--- config.mk ---
export PLATFORM = sky130hd
export DESIGN_NAME = multicycle_control
export DESIGN_NICKNAME = d
export VERILOG_FILES = /design/src/rtl/ctrl_pkg.sv /design/src/rtl/ctrl_decode.sv /design/src/rtl/multicycle_control.sv
export SDC_FILE = /design/constraint.sdc
export NUM_CORES = 1
export LEC_CHECK = 0
export ABC_AREA = 1
export BUFFER_PORTS_ARGS = -buffer_cell sky130_fd_sc_hd__buf_4
export CAP_MARGIN = 15
export CORE_MARGIN = 10
export CORE_UTILIZATION = 42
export DETAILED_ROUTE_END_ITERATION = 10
export GPL_ROUTABILITY_DRIVEN = 0
export HOLD_SLACK_MARGIN = 0.02
export PLACE_DENSITY = 0.77
export SLEW_MARGIN = 15
export SYNTH_ARGS = -nofsm -noshare
export SYNTH_HDL_FRONTEND = slang
export SYNTH_SLANG_ARGS = --single-unit
--- constraint.sdc ---
create_clock -name clk -period 1.5 [get_ports clk]
set_clock_uncertainty 0.1 [all_clocks]
set_input_delay 0.075 -clock clk [delete_from_list [all_inputs] [get_ports clk]]
set_output_delay 0.075 -clock clk [all_outputs]
set_load 0.02 [all_outputs]
--- src/rtl/ctrl_pkg.sv ---
// Shared definitions for the multi-cycle RV32I-subset control unit:
// FSM states, opcode values, ALU function codes, datapath select
// encodings, trap causes and the branch-condition helper.
package ctrl_pkg;

  typedef enum logic [2:0] {
    ST_FETCH,
    ST_DECODE,
    ST_EXEC,
    ST_MEM,
    ST_WB,
    ST_TRAP
  } state_t;

  typedef enum logic [2:0] {
    CL_ALU_R,
    CL_ALU_I,
    CL_LOAD,
    CL_STORE,
    CL_BRANCH,
    CL_JAL,
    CL_JALR,
    CL_LUI
  } op_class_t;

  localparam logic [6:0] OPC_R      = 7'h33;
  localparam logic [6:0] OPC_I      = 7'h13;
  localparam logic [6:0] OPC_LOAD   = 7'h03;
  localparam logic [6:0] OPC_STORE  = 7'h23;
  localparam logic [6:0] OPC_BRANCH = 7'h63;
  localparam logic [6:0] OPC_JAL    = 7'h6F;
  localparam logic [6:0] OPC_JALR   = 7'h67;
  localparam logic [6:0] OPC_LUI    = 7'h37;

  localparam logic [3:0] ALU_ADD   = 4'd0;
  localparam logic [3:0] ALU_COPY2 = 4'd15;

  localparam logic [1:0] PC_PLUS4  = 2'd0;
  localparam logic [1:0] PC_BRANCH = 2'd1;
  localparam logic [1:0] PC_JAL    = 2'd2;
  localparam logic [1:0] PC_JALR   = 2'd3;

  localparam logic [1:0] OP2_RS2   = 2'd0;
  localparam logic [1:0] OP2_IMM_I = 2'd1;
  localparam logic [1:0] OP2_IMM_S = 2'd2;
  localparam logic [1:0] OP2_IMM_U = 2'd3;

  localparam logic [1:0] WB_PC4 = 2'd0;
  localparam logic [1:0] WB_MEM = 2'd1;
  localparam logic [1:0] WB_ALU = 2'd2;

  localparam logic [1:0] TRAP_NONE    = 2'd0;
  localparam logic [1:0] TRAP_ILLEGAL = 2'd1;
  localparam logic [1:0] TRAP_TIMEOUT = 2'd2;

  // Branch condition from func3 and the comparator flags (func3 2/3 never taken)
  function automatic logic branch_taken(input logic [2:0] f3, input logic eq,
                                        input logic lt, input logic ltu);
    case (f3)
      3'b000:  return eq;
      3'b001:  return !eq;
      3'b100:  return lt;
      3'b101:  return !lt;
      3'b110:  return ltu;
      3'b111:  return !ltu;
      default: return 1'b0;
    endcase
  endfunction

endpackage

--- src/rtl/ctrl_decode.sv ---
// Combinational instruction decode: IR -> opcode class, rd==x0 flag,
// ALU function, operand-2 select and opcode legality.
module ctrl_decode
  import ctrl_pkg::*;
#(
  parameter int ALUFUN_W = 4
) (
  input  logic [31:0]         ir,
  output op_class_t           op_class,
  output logic                rd_is_zero,
  output logic [ALUFUN_W-1:0] alufun,
  output logic [1:0]          op2sel,
  output logic                legal
);

  logic [2:0] f3;
  logic       f7b5;
  logic [3:0] fun4;
  logic       unused_ir;

  assign f3         = ir[14:12];
  assign f7b5       = ir[30];
  assign rd_is_zero = (ir[11:7] == 5'd0);
  assign alufun     = ALUFUN_W'(fun4);
  assign unused_ir  = ^{ir[31], ir[29:15]};

  // Classify the opcode and pick ALU function / operand-2 source
  always_comb begin
    op_class = CL_ALU_I;
    fun4     = ALU_ADD;
    op2sel   = OP2_RS2;
    legal    = 1'b1;
    case (ir[6:0])
      OPC_R: begin
        op_class = CL_ALU_R;
        fun4     = {f7b5, f3};
      end
      OPC_I: begin
        op_class = CL_ALU_I;
        op2sel   = OP2_IMM_I;
        // only the shift-right immediates carry func7[5] (SRLI vs SRAI)
        fun4     = (f3 == 3'd5) ? {f7b5, f3} : {1'b0, f3};
      end
      OPC_LOAD: begin
        op_class = CL_LOAD;
        op2sel   = OP2_IMM_I;
      end
      OPC_STORE: begin
        op_class = CL_STORE;
        op2sel   = OP2_IMM_S;
      end
      OPC_BRANCH: op_class = CL_BRANCH;
      OPC_JAL:    op_class = CL_JAL;
      OPC_JALR: begin
        op_class = CL_JALR;
        op2sel   = OP2_IMM_I;
      end
      OPC_LUI: begin
        op_class = CL_LUI;
        op2sel   = OP2_IMM_U;
        fun4     = ALU_COPY2;
      end
      default: legal = 1'b0;
    endcase
  end

endmodule

--- src/rtl/multicycle_control.sv ---
// Multi-cycle RV32I-subset control unit: FETCH/DECODE/EXEC/MEM/WB FSM with
// a shared memory handshake and a sticky trap state.
// Optional feature: define MEM_TIMEOUT_EN to trap (cause 2) after TO_CYCLES
// consecutive FETCH/MEM cycles without mem_rdy.
module multicycle_control
  import ctrl_pkg::*;
#(
  parameter int ALUFUN_W  = 4,
  parameter int TO_CYCLES = 256
) (
  input  logic                clk,
  input  logic                rst_n,
  input  logic [31:0]         inst,
  input  logic                mem_rdy,
  input  logic                br_eq,
  input  logic                br_lt,
  input  logic                br_ltu,
  output logic                mem_val,
  output logic                mem_rw,
  output logic                ir_wen,
  output logic                pc_wen,
  output logic                rf_wen,
  output logic [1:0]          pc_sel,
  output logic                op1sel,
  output logic [1:0]          op2sel,
  output logic [1:0]          wb_sel,
  output logic [ALUFUN_W-1:0] alufun,
  output logic                retire,
  output logic                trap,
  output logic [1:0]          trap_cause
);

  state_t              state_q, state_d;
  logic [31:0]         ir_q, ir_d;
  logic [1:0]          trap_cause_q, trap_cause_d;
  op_class_t           dec_class;
  logic                dec_rd0, dec_legal;
  logic [ALUFUN_W-1:0] dec_alufun;
  logic [1:0]          dec_op2sel;
  logic                mem_wait;
  logic                to_hit;

  ctrl_decode #(.ALUFUN_W(ALUFUN_W)) u_decode (
    .ir        (ir_q),
    .op_class  (dec_class),
    .rd_is_zero(dec_rd0),
    .alufun    (dec_alufun),
    .op2sel    (dec_op2sel),
    .legal     (dec_legal)
  );

  // a FETCH/MEM cycle that ends without a handshake
  assign mem_wait = ((state_q == ST_FETCH) || (state_q == ST_MEM)) && !mem_rdy;

`ifdef MEM_TIMEOUT_EN
  localparam int CNT_W = (TO_CYCLES > 1) ? $clog2(TO_CYCLES) : 1;
  logic [CNT_W-1:0] to_cnt_q, to_cnt_d;

  // the wait cycle that would make the count reach TO_CYCLES
  assign to_hit = mem_wait && (to_cnt_q == CNT_W'(TO_CYCLES - 1));

  // Count consecutive wait cycles; any handshake or other state clears
  always_comb begin
    to_cnt_d = '0;
    if (mem_wait && !to_hit) to_cnt_d = to_cnt_q + CNT_W'(1);
  end

  // Timeout counter register
  always_ff @(posedge clk or negedge rst_n) begin
    if (!rst_n) to_cnt_q <= '0;
    else        to_cnt_q <= to_cnt_d;
  end
`else
  logic [31:0] unused_to_cycles;
  assign unused_to_cycles = 32'(TO_CYCLES);
  assign to_hit           = 1'b0;
`endif

  // Next state, IR capture and all datapath controls from state + IR
  always_comb begin
    state_d      = state_q;
    ir_d         = ir_q;
    trap_cause_d = trap_cause_q;
    mem_val      = 1'b0;
    mem_rw       = 1'b0;
    ir_wen       = 1'b0;
    pc_wen       = 1'b0;
    rf_wen       = 1'b0;
    pc_sel       = PC_PLUS4;
    op1sel       = 1'b0;
    op2sel       = OP2_RS2;
    wb_sel       = WB_PC4;
    alufun       = '0;
    retire       = 1'b0;
    trap         = (state_q == ST_TRAP);
    trap_cause   = trap_cause_q;
    case (state_q)
      ST_FETCH: begin
        mem_val = 1'b1;
        op1sel  = 1'b1;
        if (mem_rdy) begin
          ir_wen  = 1'b1;
          ir_d    = inst;
          state_d = ST_DECODE;
        end else if (to_hit) begin
          state_d      = ST_TRAP;
          trap_cause_d = TRAP_TIMEOUT;
        end
      end
      ST_DECODE: begin
        if (dec_legal) begin
          state_d = ST_EXEC;
        end else begin
          state_d      = ST_TRAP;
          trap_cause_d = TRAP_ILLEGAL;
        end
      end
      ST_EXEC: begin
        op2sel = dec_op2sel;
        alufun = dec_alufun;
        case (dec_class)
          CL_BRANCH: begin
            if (ir_q[14:13] == 2'b01) begin
              state_d      = ST_TRAP;
              trap_cause_d = TRAP_ILLEGAL;
            end else begin
              pc_wen  = 1'b1;
              retire  = 1'b1;
              pc_sel  = branch_taken(ir_q[14:12], br_eq, br_lt, br_ltu) ? PC_BRANCH : PC_PLUS4;
              state_d = ST_FETCH;
            end
          end
          CL_LOAD, CL_STORE: state_d = ST_MEM;
          default:           state_d = ST_WB;
        endcase
      end
      ST_MEM: begin
        // address selects held from EXEC so they stay stable through the wait
        mem_val = 1'b1;
        mem_rw  = (dec_class == CL_STORE);
        op2sel  = dec_op2sel;
        alufun  = dec_alufun;
        if (mem_rdy) begin
          if (dec_class == CL_STORE) begin
            pc_wen  = 1'b1;
            retire  = 1'b1;
            state_d = ST_FETCH;
          end else begin
            state_d = ST_WB;
          end
        end else if (to_hit) begin
          state_d      = ST_TRAP;
          trap_cause_d = TRAP_TIMEOUT;
        end
      end
      ST_WB: begin
        rf_wen = !dec_rd0;
        pc_wen = 1'b1;
        retire = 1'b1;
        if (dec_class == CL_LOAD)                             wb_sel = WB_MEM;
        else if (dec_class == CL_JAL || dec_class == CL_JALR) wb_sel = WB_PC4;
        else                                                  wb_sel = WB_ALU;
        if (dec_class == CL_JAL)       pc_sel = PC_JAL;
        else if (dec_class == CL_JALR) pc_sel = PC_JALR;
        state_d = ST_FETCH;
      end
      ST_TRAP: state_d = ST_TRAP;
      default: state_d = ST_FETCH;
    endcase
    // outputs are forced quiet for as long as reset is held
    if (!rst_n) begin
      mem_val    = 1'b0;
      mem_rw     = 1'b0;
      ir_wen     = 1'b0;
      pc_wen     = 1'b0;
      rf_wen     = 1'b0;
      pc_sel     = '0;
      op1sel     = 1'b0;
      op2sel     = '0;
      wb_sel     = '0;
      alufun     = '0;
      retire     = 1'b0;
      trap       = 1'b0;
      trap_cause = '0;
    end
  end

  // State, IR and trap-cause registers
  always_ff @(posedge clk or negedge rst_n) begin
    if (!rst_n) begin
      state_q      <= ST_FETCH;
      ir_q         <= '0;
      trap_cause_q <= TRAP_NONE;
    end else begin
      state_q      <= state_d;
      ir_q         <= ir_d;
      trap_cause_q <= trap_cause_d;
    end
  end

endmodule

==> results of run 1 <==
[synthesized netlist by cell type (all sizes together)]
cell / n / share of area
nor2: 33 / 0.12
nor4: 1 / 0.0047
nor3: 4 / 0.015
xor2: 1 / 0.0066
conb: 1 / 0.0028
a21boi: 1 / 0.0084
o211ai: 2 / 0.011
a21oi: 15 / 0.056
inv: 24 / 0.068
buf: 4 / 0.023
o21bai: 1 / 0.0056
nand3b: 1 / 0.0056
nand3: 12 / 0.049
dfrtp: 20 / 0.38
mux2: 9 / 0.090
nor3b: 1 / 0.0056
nand4: 2 / 0.0094
nand2: 38 / 0.12
o21ai: 7 / 0.026
[how the worst min path moves through the flow]
| stage | cells after the start | to | slack, ps |
|---|---|---|---|
| 2_1_floorplan | 0 | ir_q[0]$_DFFE_PN0P_ | -320 |
| 3_3_place_gp | 2 | ir_q[0]$_DFFE_PN0P_ | -50 |
| 3_5_place_dp | 2 | ir_q[1]$_DFFE_PN0P_ | -40 |
| 4_1_cts | 3 | ir_q[6]$_DFFE_PN0P_ | 50 |
| 5_1_grt | 3 | ir_q[12]$_DFFE_PN0P_ | 70 |
| 6_report | 3 | ir_q[3]$_DFFE_PN0P_ | 60 |
[registers in the layout, indices dropped and copies added, names as in the netlist]
| signal | count |
|---|---|
| state_q | 3 |
| ir_q | 16 |
| trap_cause_q | 1 |
[where the power goes]
group          switching (mW)  leakage [nW]  internal, mW  total (mW)
registers               0.266         0.226         0.789        1.06
clock network           0.194        0.0210         0.149       0.343
logic                    1.31          1.07          1.21        2.52
total                    1.77          1.31          2.15        3.91
[kinds of logic after synthesis]
logic type	after synthesis	share of synthesized area
and+or+nand+nor	92	0.326
buffers and inverters	28	0.0910
AOI/OAI and AO/OA	26	0.108
DFF	20	0.375
muxes	9	0.0901
xor gates and xnor gates	1	0.00657
other	1	0.00281
[metrics by stage]
stage | instances | hold slack [ps] | cell area [sq um]
4_1_cts | 314 | 50.5 | 2320
3_3_place_gp | 280 | -49.5 | 1840
3_5_place_dp | 280 | -43.3 | 1840
6_report | 328 | 60.9 | 2610
2_1_floorplan | 177 | -321 | 1340
5_1_grt | 328 | 65.6 | 2610
[worst register-to-register path, delay by kind of cell, from the launching register on]
family                 cells  cell delay, ps
DFF                        1             410
and+or+nand+nor            9             720
buffers and inverters      4             450
[area by class of cell]
type,instances,share of cell area
Inverter,24,0.0364
Clock buffer,4,0.0139
Multi-Input combinational cell,130,0.380
Sequential cell,20,0.193
Timing Repair Buffer,106,0.356
Tap cell,44,0.0211
[metal layers]
metal  GRT usage  vias to the layer above
met5           0                        -
met4      0.0669                        0
met3      0.0448                       37
met2       0.317                       98
met1       0.170                      852
li1            -                      788
[what timing repair did]
| item | in CTS | in global routing |
|---|---|---|
| resized for setup | 53 | 47 |
| endpoints found under the setup margin | 19 | 38 |
| cloned | 1 | 0 |
| buffers inserted | 12 | 14 |
| pin swaps | 20 | 16 |
| hold buffers | 17 | 0 |
| endpoints found under the hold margin | 36 | 0 |
==> summary.txt, run 1 <==
Die
  • Die Span Y: about 76 um
  • Site Rows: 20
  • Die X: ~76 um
  • I/O Pins: slightly below 60
  • Core area: between 3000 and 4000 sq um
  • Die ar.: 5830 sq um
  • Initial Util: 0.437

Worst setup path
  • Crit Reg-Reg Endpoint: state_q[0]$_DFFE_PN0P_
  • CP cell instances: inv_2 -> nand2_4 -> nor2_4 -> inv_2 -> nor2_4 -> nand3_2 -> buf_6 -> o211ai_1 -> nand2_1 -> inv_2 -> buf_6
  • Most used cell, CP: inv_2
  • R2r setup slk: -260 ps
  • Data arrival, critical path: between 1500 and 2000 ps
  • Critical path depth: 11
  • RR Startpoint: ir_q[4]$_DFFE_PN0P_
  • Cells on worst reg2reg path: 13
  • Critical path data required time: between 1000 and 1500 ps
  • Setup Crit Path Kind: flop to output port
  • Crit Path Max Fanout: 4
  • Crit path from: ir_q[4]$_DFFE_PN0P_
  • Peak per-stage delay on the critical path: just over 400 ps
  • CP endpoint kind: output port
  • Worst path slowest cell: dfrtp_1
  • Worst Setup EP: retire
  • Crit path buffers/inverters: 5
  • Startpoint Class: flop
  • Worst path top cell family by delay: simple AND/OR/NAND/NOR gates

Synthesis
  • Synthesized flop and latch total: 20
  • Synth Warn #: 0
  • Synth Net Count: roughly 220
  • Netlist cell types: 28
  • Synth Cell Area: around 1300 sq um
  • Sequential-to-total area share from yosys stat: 0.375
  • Syn avg cell area: ~7.5 sq um
  • Cells after synthesis: around 180

Layout
  • Register Area: between 500 and 600 sq um
  • Area Growth Syn to Fin: 95.8%
  • Diode count: 0
  • Core Util, Final: 0.855
  • Layout Nets: around 320
  • Fill count: about 150
  • Ratio of cells with drive above 1 in the final layout: 0.616
  • Most frequent cells in the layout: buf_4, buf_6, nand2_1, dfrtp_1, dlygate4sd3_1
  • Leading cell type in the layout, fill and taps excluded: buf_4
  • Area of the multi-input gates: 992 sq um

GRT
  • Largest net degree at the start of global routing: 14
  • First-pass GRT wire length: around 8100 um
  • Gr ovfl total: 0
  • Total Routing Usage GR: 0.168
  • Number of global-route vias before repair: 1780
  • Initial antenna violation count: 0

STA
  • Tmin final: about 2100 ps
  • RSZ-0062 raised after global routing: true
  • Final Hold Vio Count: 0
  • Fmax: around 480 MHz
  • Worst rel slew slack: 0.656
  • Worst-margin pin slew: 512 ps
  • Period utilization: 1.38
  • Setup Viol. Count Final: 36
  • Max Slew Vio Count: 0
  • PnR worst setup slack: -574 ps
  • Fin Setup TNS: -8150 ps

Place
  • PortBufs: 40
  • Placement Setup Slack: -59.7 ps
  • Post-DP HPWL: a little under 3000 um

Hold path
  • Hold Crit Class: input port to flop
  • Hold_sp: mem_rdy

Clock network
  • Clk buf depth: 2
  • Clk pin slew, worst setup/hold paths: around 120 ps
  • Clk sinks: 20
  • CTS root buf: clkbuf_4
  • CTS tree: yes
  • CTS buffer count: 3
  • H-tree levels: 1
  • Clock latency at the later pin of the worst-skew pair: about 320 ps

Route
  • Post-route DRC: 0
  • Routed vias: about 1800
  • Post-Route WL: around 6200 um
  • Routed wl met2: between 3000 and 4000 um
  • WL met1: between 2000 and 2500 um
  • First-pass iteration count of the detailed router: 4
  • Top Layer Used: met4
  • Post-route ant nets: 0
  • Routed len/inst: around 19 um
  • Vias per inst: about 5.4
  • Met3 Wirelength: 399 um
  • Initial drt markers: 190

Power and ir drop
  • Final Power: 3.91 mW
  • Power Density: 1500 nW/um^2
  • LEAKAGE: roughly 1.3 nW
  • Peak supply drop: ~0.8 mV

Flow run
  • Max-cap viol count: 0

Outcome
  • Outcome: complete, but fails checks
  • Failing checks: setup timing
(Power assumes the default switching activity.)
==> run 2: changes to the inputs <==
--- a/config.mk
+++ b/config.mk
@@ -13,8 +13,7 @@
 export DETAILED_ROUTE_END_ITERATION = 10
 export GPL_ROUTABILITY_DRIVEN = 0
 export HOLD_SLACK_MARGIN = 0.02
-export PLACE_DENSITY = 0.77
-export SLEW_MARGIN = 15
+export PLACE_DENSITY = 0.83
 export SYNTH_ARGS = -nofsm -noshare
 export SYNTH_HDL_FRONTEND = slang
 export SYNTH_SLANG_ARGS = --single-unit
==> summary.txt, run 2 (synthesis results as in run 1) <==
Clock network
  • CTS buffer count: 3 (unchanged)
  • CTS root buf: clkbuf_4
  • H-tree levels: 1 (unchanged)
  • CTS tree: yes
  • Clk buf depth: 2 (unchanged)
  • Clock latency at the later pin of the worst-skew pair: 330 ps (about the same)
  • Clk pin slew, worst setup/hold paths: 120 ps (about the same)
  • Clk sinks: 20 (unchanged)

Hold path
  • Hold Crit Class: input port to flop

Route
  • Vias per inst: 5.40 (-0.27%)
  • Post-route ant nets: 0 (unchanged)
  • First-pass iteration count of the detailed router: 4 (unchanged)
  • Initial drt markers: 215 (+13%)
  • Post-Route WL: 6130 um (-0.78%)
  • Routed vias: 1754 (-1.2%)
  • Post-route DRC: 0 (unchanged)
  • Routed len/inst: 18.9 um (+0.14%)

Power and ir drop
  • Sequential share of power: 0.275 (+0.005)
  • Cell internal pwr: 2.04 mW (-4.9%)
  • Power Density: 1470 nW/um^2 (-2.2%)
  • Clock network fraction of design power: 0.076 (-0.012)
  • Net Sw Power: 1.74 mW (-1.5%)
  • Peak supply drop: 0.955 mV (+16%)
  • Combinational Power Share: 0.649 (+0.006)
  • Sw Share: 0.460 (+0.00882)
  • LEAKAGE: 1.28 nW (-2.7%)

Die
  • Die ar.: 5830 sq um (unchanged)
  • Core area: 3050 sq um (unchanged)
  • Die Span Y: 76.4 um (unchanged)
  • Initial Util: 0.437 (unchanged)
  • I/O Pins: 58 (unchanged)
  • Die X: 76.4 um (unchanged)
  • Site Rows: 20 (unchanged)

Place
  • Placed cell area: 1800 sq um (-2.0%)
  • PortBufs: 40 (unchanged)
  • Post-DP HPWL: 2890 um (-0.71%)

Layout
  • Layout Nets: 321 (-0.62%)
  • Most flop-heavy register: ir_q
  • Ratio of cells with drive above 1 in the final layout: 0.619 (+0.00302)
  • Area Growth Syn to Fin: 93.3%
  • Core Util, Final: 0.845 (-0.0107)
  • Most frequent cells in the layout: buf_4, buf_6, nand2_1, dlygate4sd3_1, dfrtp_1
  • Largest registers: ir_q x16, state_q x3, trap_cause_q x1
  • Diode count: 0 (unchanged)
  • Leading cell type in the layout, fill and taps excluded: buf_4
  • Max reg flops: 16 (unchanged)
  • Final Cell Area: 2580 sq um (-1.2%)

GRT
  • GR met3 Demand/Resource: 0.0425 (-0.00236)
  • First-pass GRT wire length: 8460 um (+4.0%)
  • Total Routing Usage GR: 0.180 (+0.0115)
  • Initial antenna violation count: 0 (unchanged)
  • Number of global-route vias before repair: 1723 (-3.2%)
  • Met1 track demand over resource: 0.180 (+0.0100)
  • Met2 usage: 0.340 (+0.0230)
  • Gr ovfl total: 0 (unchanged)
  • Largest net degree at the start of global routing: 19 (+5)
  • GR peak layer: met2

STA
  • Worst-margin pin slew: 823 ps (+311 ps)
  • Max Slew Vio Count: 0 (unchanged)
  • PnR worst setup slack: -547 ps (+26.3 ps)
  • Worst rel slew slack: 0.449 (-0.206)
  • Setup Viol. Count Final: 36 (unchanged)
  • RSZ-0062 raised after global routing: true
  • Final Hold Vio Count: 0 (unchanged)
  • Period utilization: 1.36 (-0.0175)
  • Fmax: 488 MHz (+1.3%)
  • Tmin final: 2050 ps (-26.3 ps)

Worst setup path
  • Peak per-stage delay on the critical path: 420 ps (about the same)
  • Crit path buffers/inverters: 3 (-2)
  • Startpoint Class: flop
  • CP endpoint kind: output port
  • Critical path data required time: 1320 ps (about the same)
  • Worst path slowest cell: dfrtp_1
  • Worst path top cell family by delay: simple AND/OR/NAND/NOR gates
  • CP cell instances: inv_2 -> nand2_4 -> nor2_4 -> buf_4 -> o211ai_1 -> nand2_1 -> nand4_1 -> a21boi_2 -> buf_6
  • Data arrival, critical path: 1870 ps (-30 ps)
  • Crit Path Max Fanout: 2 (-2)
  • Setup Crit Path Kind: flop to output port

Flow run
  • Max-cap viol count: 0 (unchanged)

Outcome
  • Outcome: complete, but fails checks
  • Failing checks: setup timing
## run 2: timing repair
action	4_1_cts	5_1_grt
resized for setup	64	39
cloned	1	0
pin swaps	17	16
buffers inserted	22	11
endpoints found under the setup margin	19	39
hold buffers	17	2
hold endpoints to repair	36	3
## run 2: layout make-up
cell class                 count  area, sq um
multi-input combinational    130          981
tap                           44         55.1
fill                         165          474
inverter                      24         95.1
sequential                    20          504
timing repair buffer         104          921
clock buffer                   3         22.5
## run 2: through the flow
step | TNS, ps | setup slack [ps] | hold slack [ps] | cells | total power, mW
after floorplan | 0 | 41.1 | -321 | 177 | 1.94
after global placement | -66.8 | -57.2 | -206 | 275 | 2.41
after detailed placement | -118 | -53.9 | -205 | 275 | 2.46
after CTS | -3940 | -348 | 62.6 | 317 | 3.37
after global routing | -12780 | -600 | 3.92 | 325 | 3.98
final | -7720 | -547 | 6.42 | 325 | 3.78
## run 2: worst paths after layout
kind                                                to                         from  slack (ps)  cells past startpoint
min reg2reg                trap_cause_q[0]$_DFFE_PN0P_  trap_cause_q[0]$_DFFE_PN0P_         400                      1
max reg2reg                     state_q[0]$_DFFE_PN0P_          ir_q[4]$_DFFE_PN0P_        -310                     13
min                                ir_q[4]$_DFFE_PN0P_                      mem_rdy           6                      3
max in group asynchronous          ir_q[2]$_DFFE_PN0P_                        rst_n         -50                      4
max                                          pc_sel[0]          ir_q[4]$_DFFE_PN0P_        -550                      9
min in group asynchronous       state_q[2]$_DFFE_PN0P_                        rst_n         410                      3
## run 2: worst reg2reg max path: cells and delay by family, from the launching register on
family	cells	cell delay [ps]
DFF	1	420
buffers and inverters	4	490
and+or+nand+nor	9	690
## run 2: routing by layer
layer / share of wire / routed length (um)
met3: 0.063 / 384
met4: 0.069 / 425
met1: 0.36 / 2200
met5: 0 / 0
met2: 0.51 / 3120
## run 2: power groups by stage
stage	registers, mW	clock network (mW)	logic, mW
6_report	1.04	0.287	2.46
5_1_grt	1.05	0.308	2.62
4_1_cts	0.978	0.258	2.13
3_5_place_dp	0.983	0	1.48
3_3_place_gp	0.969	0	1.44
2_1_floorplan	0.947	0	0.995
==> run 3: changes to the inputs <==
--- a/config.mk
+++ b/config.mk
@@ -5,7 +5,6 @@
 export SDC_FILE = /design/constraint.sdc
 export NUM_CORES = 1
 export LEC_CHECK = 0
-export ABC_AREA = 1
 export BUFFER_PORTS_ARGS = -buffer_cell sky130_fd_sc_hd__buf_4
 export CAP_MARGIN = 15
 export CORE_MARGIN = 10
@@ -13,7 +12,7 @@
 export DETAILED_ROUTE_END_ITERATION = 10
 export GPL_ROUTABILITY_DRIVEN = 0
 export HOLD_SLACK_MARGIN = 0.02
-export PLACE_DENSITY = 0.83
+export PLACE_DENSITY = 0.84
 export SYNTH_ARGS = -nofsm -noshare
 export SYNTH_HDL_FRONTEND = slang
 export SYNTH_SLANG_ARGS = --single-unit
==> summary.txt, run 3 <==
Place
  • Placed cell area: 1900 sq um (+5.5%)
  • Post-DP HPWL: 2960 um (+2.4%)
  • Placement Setup Slack: -304 ps (-251 ps)
  • Placed Instances: 229 (-17%)
  • PortBufs: 40 (unchanged)

Route
  • Vias per inst: 6.09 (+13%)
  • Post-route DRC: 0 (unchanged)
  • Initial drt markers: 166 (-23%)
  • Post-Route WL: 6610 um (+7.9%)
  • First-pass iteration count of the detailed router: 4 (unchanged)
  • Met3 Wirelength: 506 um (+32%)
  • Routed len/inst: 24.2 um (+28%)
  • WL met1: 2480 um (+13%)
  • Top Layer Used: met4
  • Routed wl met2: 3350 um (+7.2%)
  • Post-route ant nets: 0 (unchanged)
  • Routed vias: 1663 (-5.2%)

Clock network
  • CTS tree: yes
  • CTS buffer count: 3 (unchanged)
  • Clock latency at the later pin of the worst-skew pair: 330 ps (about the same)
  • H-tree levels: 1 (unchanged)
  • Clk sinks: 20 (unchanged)
  • Clk buf depth: 2 (unchanged)
  • CTS root buf: clkbuf_4
  • Clk pin slew, worst setup/hold paths: 130 ps (about the same)

Synthesis
  • Post-Synth Simple-Gate Area: 0.270 (-0.0561)
  • Synth Area in XOR/XNOR: 0.0137 (+0.00715)
  • Post-synth ARST share: 1.00 (unchanged)
  • Yosys top cell by area: dfrtp_1
  • Multiplexer share of the synthesized area: 0.157 (+0.0667)
  • Largest cells by area after synthesis: dfrtp_1, mux2_2, nor2_1
  • Synth top area share: 0.392 (+0.0165)
  • Synth Warn #: 0 (unchanged)
  • Most frequent cell after synthesis: dfrtp_1
  • Synthesized flop and latch total: 20 (unchanged)
  • Top_reg_cell synth: dfrtp_1
  • Synth Area in Compound Gates: 0.118 (+0.00965)
  • Syn avg cell area: 9.46 sq um (+26%)
  • Synth Cell Area: 1280 sq um (-4.2%)
  • Largest family of logic cells by synthesized area: simple AND/OR/NAND/NOR gates
  • Post-synth EDFFs: 0 (unchanged)
  • Synth Net Count: 173 (-20%)
  • Commonest cells in the netlist: dfrtp_1, mux2_2, nor2_1, nand2_1, nor3_1
  • Netlist cell types: 39 (+39%)
  • Adder-cell share of the synthesized area: 0 (unchanged)
  • Sequential-to-total area share from yosys stat: 0.392 (+0.0165)
  • Cells after synthesis: 135 (-24%)

STA
  • PnR worst setup slack: -807 ps (-260 ps)
  • Fmax: 433 MHz (-11%)
  • Fin Setup TNS: -15070 ps (-7350 ps)
  • Setup Viol. Count Final: 38 (+5.6%)
  • Period utilization: 1.54 (+0.173)
  • Tmin final: 2310 ps (+260 ps)
  • RSZ-0062 raised after global routing: true
  • Max Slew Vio Count: 0 (unchanged)
  • Final Hold Vio Count: 0 (unchanged)

Worst setup path
  • Data arrival, critical path: 2130 ps (+260 ps)
  • R2r setup slk: -610 ps (-300 ps)
  • Critical path data required time: 1320 ps (about the same)
  • Worst path top cell family by delay: simple AND/OR/NAND/NOR gates
  • Peak per-stage delay on the critical path: 430 ps (about the same)
  • CP cell instances: or3_4 -> nor3_4 -> nand2_2 -> buf_4 -> buf_4 -> a21oi_1 -> buf_4
  • Crit Reg-Reg Endpoint: state_q[1]$_DFFE_PN0P_
  • Crit path buffers/inverters: 3 (unchanged)
  • Most used cell, CP: buf_4
  • Setup Crit Path Kind: flop to output port
  • Startpoint Class: flop
  • Worst path slowest cell: or3_4
  • Crit Path Max Fanout: 3 (+1)
  • RR Startpoint: ir_q[6]$_DFFE_PN0P_
  • Cells on worst reg2reg path: 7 (-6)
  • CP endpoint kind: output port

Layout
  • Register Area: 507 sq um (+0.50%)
  • Max reg flops: 16 (unchanged)
  • Fill count: 81 (-51%)
  • Most frequent cells in the layout: buf_4, buf_6, dlygate4sd3_1, mux2_4, dfrtp_1
  • Core Util, Final: 0.934 (+0.0894)
  • Finished Layout Cells: 273 (-16%)
  • Diode count: 0 (unchanged)
  • Largest registers: ir_q x16, state_q x3, trap_cause_q x1
  • Leading cell type in the layout, fill and taps excluded: buf_4
  • Ratio of cells with drive above 1 in the final layout: 0.669 (+0.0502)
  • Area Growth Syn to Fin: 107%
  • Most flop-heavy register: ir_q
  • Layout Nets: 281 (-12%)
  • Area of the multi-input gates: 1070 sq um (+8.9%)
  • Final Cell Area: 2640 sq um (+2.5%)

Hold path
  • Hold Crit Class: input port to flop
  • Hold Crit Depth: 3 (unchanged)
  • Hold_sp: mem_rdy
  • WHS Endpoint: state_q[1]$_DFFE_PN0P_

Power and ir drop
  • Power Density: 1800 nW/um^2 (+23%)
  • LEAKAGE: 1.15 nW (-9.9%)
  • Peak supply drop: 1.32 mV (+38%)

GRT
  • First-pass GRT wire length: 7490 um (-11%)
  • Initial antenna violation count: 0 (unchanged)
  • Total Routing Usage GR: 0.171 (-0.00900)
  • Number of global-route vias before repair: 1490 (-14%)
  • Gr ovfl total: 0 (unchanged)
  • Largest net degree at the start of global routing: 17 (-2)

Die
  • Core area: 2830 sq um (-7.3%)
  • Die ar.: 5650 sq um (-3.1%)
  • Initial Util: 0.452 (+0.0147)
  • Site Rows: 19 (-5.0%)
  • Die X: 75.2 um (-1.6%)
  • I/O Pins: 58 (unchanged)
  • Die Span Y: 75.2 um (-1.6%)

Outcome
  • Outcome: complete, but fails checks
  • Failing checks: setup timing

Flow run
  • Max-cap viol count: 0 (unchanged)
[run 3: cell count changes in the layout (fill, tap and decap cells not counted), moves of 5 or more]
cell     previous run  this run
nor2_1             13         8
inv_1              11         2
nor2_4             10         5
mux2_4              5        15
a21oi_2             7         2
nand2_4             7         1
nand3_2             7         1
nor2_2             10         1
nor3_2              1         6
buf_4              61        71
inv_2              11         0
nand2_2            12         2
nand2_1            18         7
[run 3: stage by stage]
stage                     hold WS, ps  power (mW)
after floorplan                  -321        2.26
after global placement           -183        2.92
after detailed placement         -181        3.02
after CTS                        49.2        3.80
after global routing             57.1        4.90
final                            65.3        4.76
[run 3: logic make-up (layout without fill, tap and decap cells)]
logic type                count (synthesis)  in the layout
AOI/OAI and AO/OA                        23             23
xor gates and xnor gates                  2              2
buffers and inverters                    10            117
DFF                                      20             20
muxes                                    18             18
other                                     1              1
and+or+nand+nor                          61             61
[run 3: layout make-up]
class | count | area share
inverters | 2 | 0.00284
clock buffers | 4 | 0.0137
repair buffers | 111 | 0.373
flip-flops and latches | 20 | 0.192
multi-input cells | 105 | 0.404
well taps | 31 | 0.0147
[run 3: worst min-delay path, delay by kind of cell]
kind                   cells  cell delay (ps)
buffers and inverters      1              120
AOI/OAI and AO/OA          1              200
muxes                      1               70
[run 3: power by group]
| group | total, mW | internal (mW) | switching (mW) | leakage (nW) |
|---|---|---|---|---|
| clock network | 0.342 | 0.149 | 0.193 | 0.0210 |
| logic | 3.28 | 1.74 | 1.53 | 0.902 |
| registers | 1.14 | 0.807 | 0.337 | 0.229 |
| total | 4.76 | 2.70 | 2.06 | 1.15 |
[run 3: routing by layer]
metal	vias to the layer above	GRT usage
met5	-	0
met4	0	0.0639
met3	29	0.0499
met2	120	0.297
met1	818	0.193
li1	696	-
[run 3: worst max-delay path by stage]
stage | from | to | cells after the start
2_1_floorplan | ir_q[2]$_DFFE_PN0P_ | retire | 7
3_3_place_gp | ir_q[6]$_DFFE_PN0P_ | retire | 6
3_5_place_dp | ir_q[6]$_DFFE_PN0P_ | retire | 6
4_1_cts | ir_q[6]$_DFFE_PN0P_ | retire | 6
5_1_grt | ir_q[6]$_DFFE_PN0P_ | op2sel[1] | 7
6_report | ir_q[6]$_DFFE_PN0P_ | op2sel[1] | 7
[run 3: what timing repair did]
item                                    CTS  global route
resized for setup                        42            37
endpoints found under the setup margin   38            38
buffers inserted                         10            15
endpoints found under the hold margin    36             0
pin swaps                                 9            13
hold buffers                             17             0
cloned                                    0             1
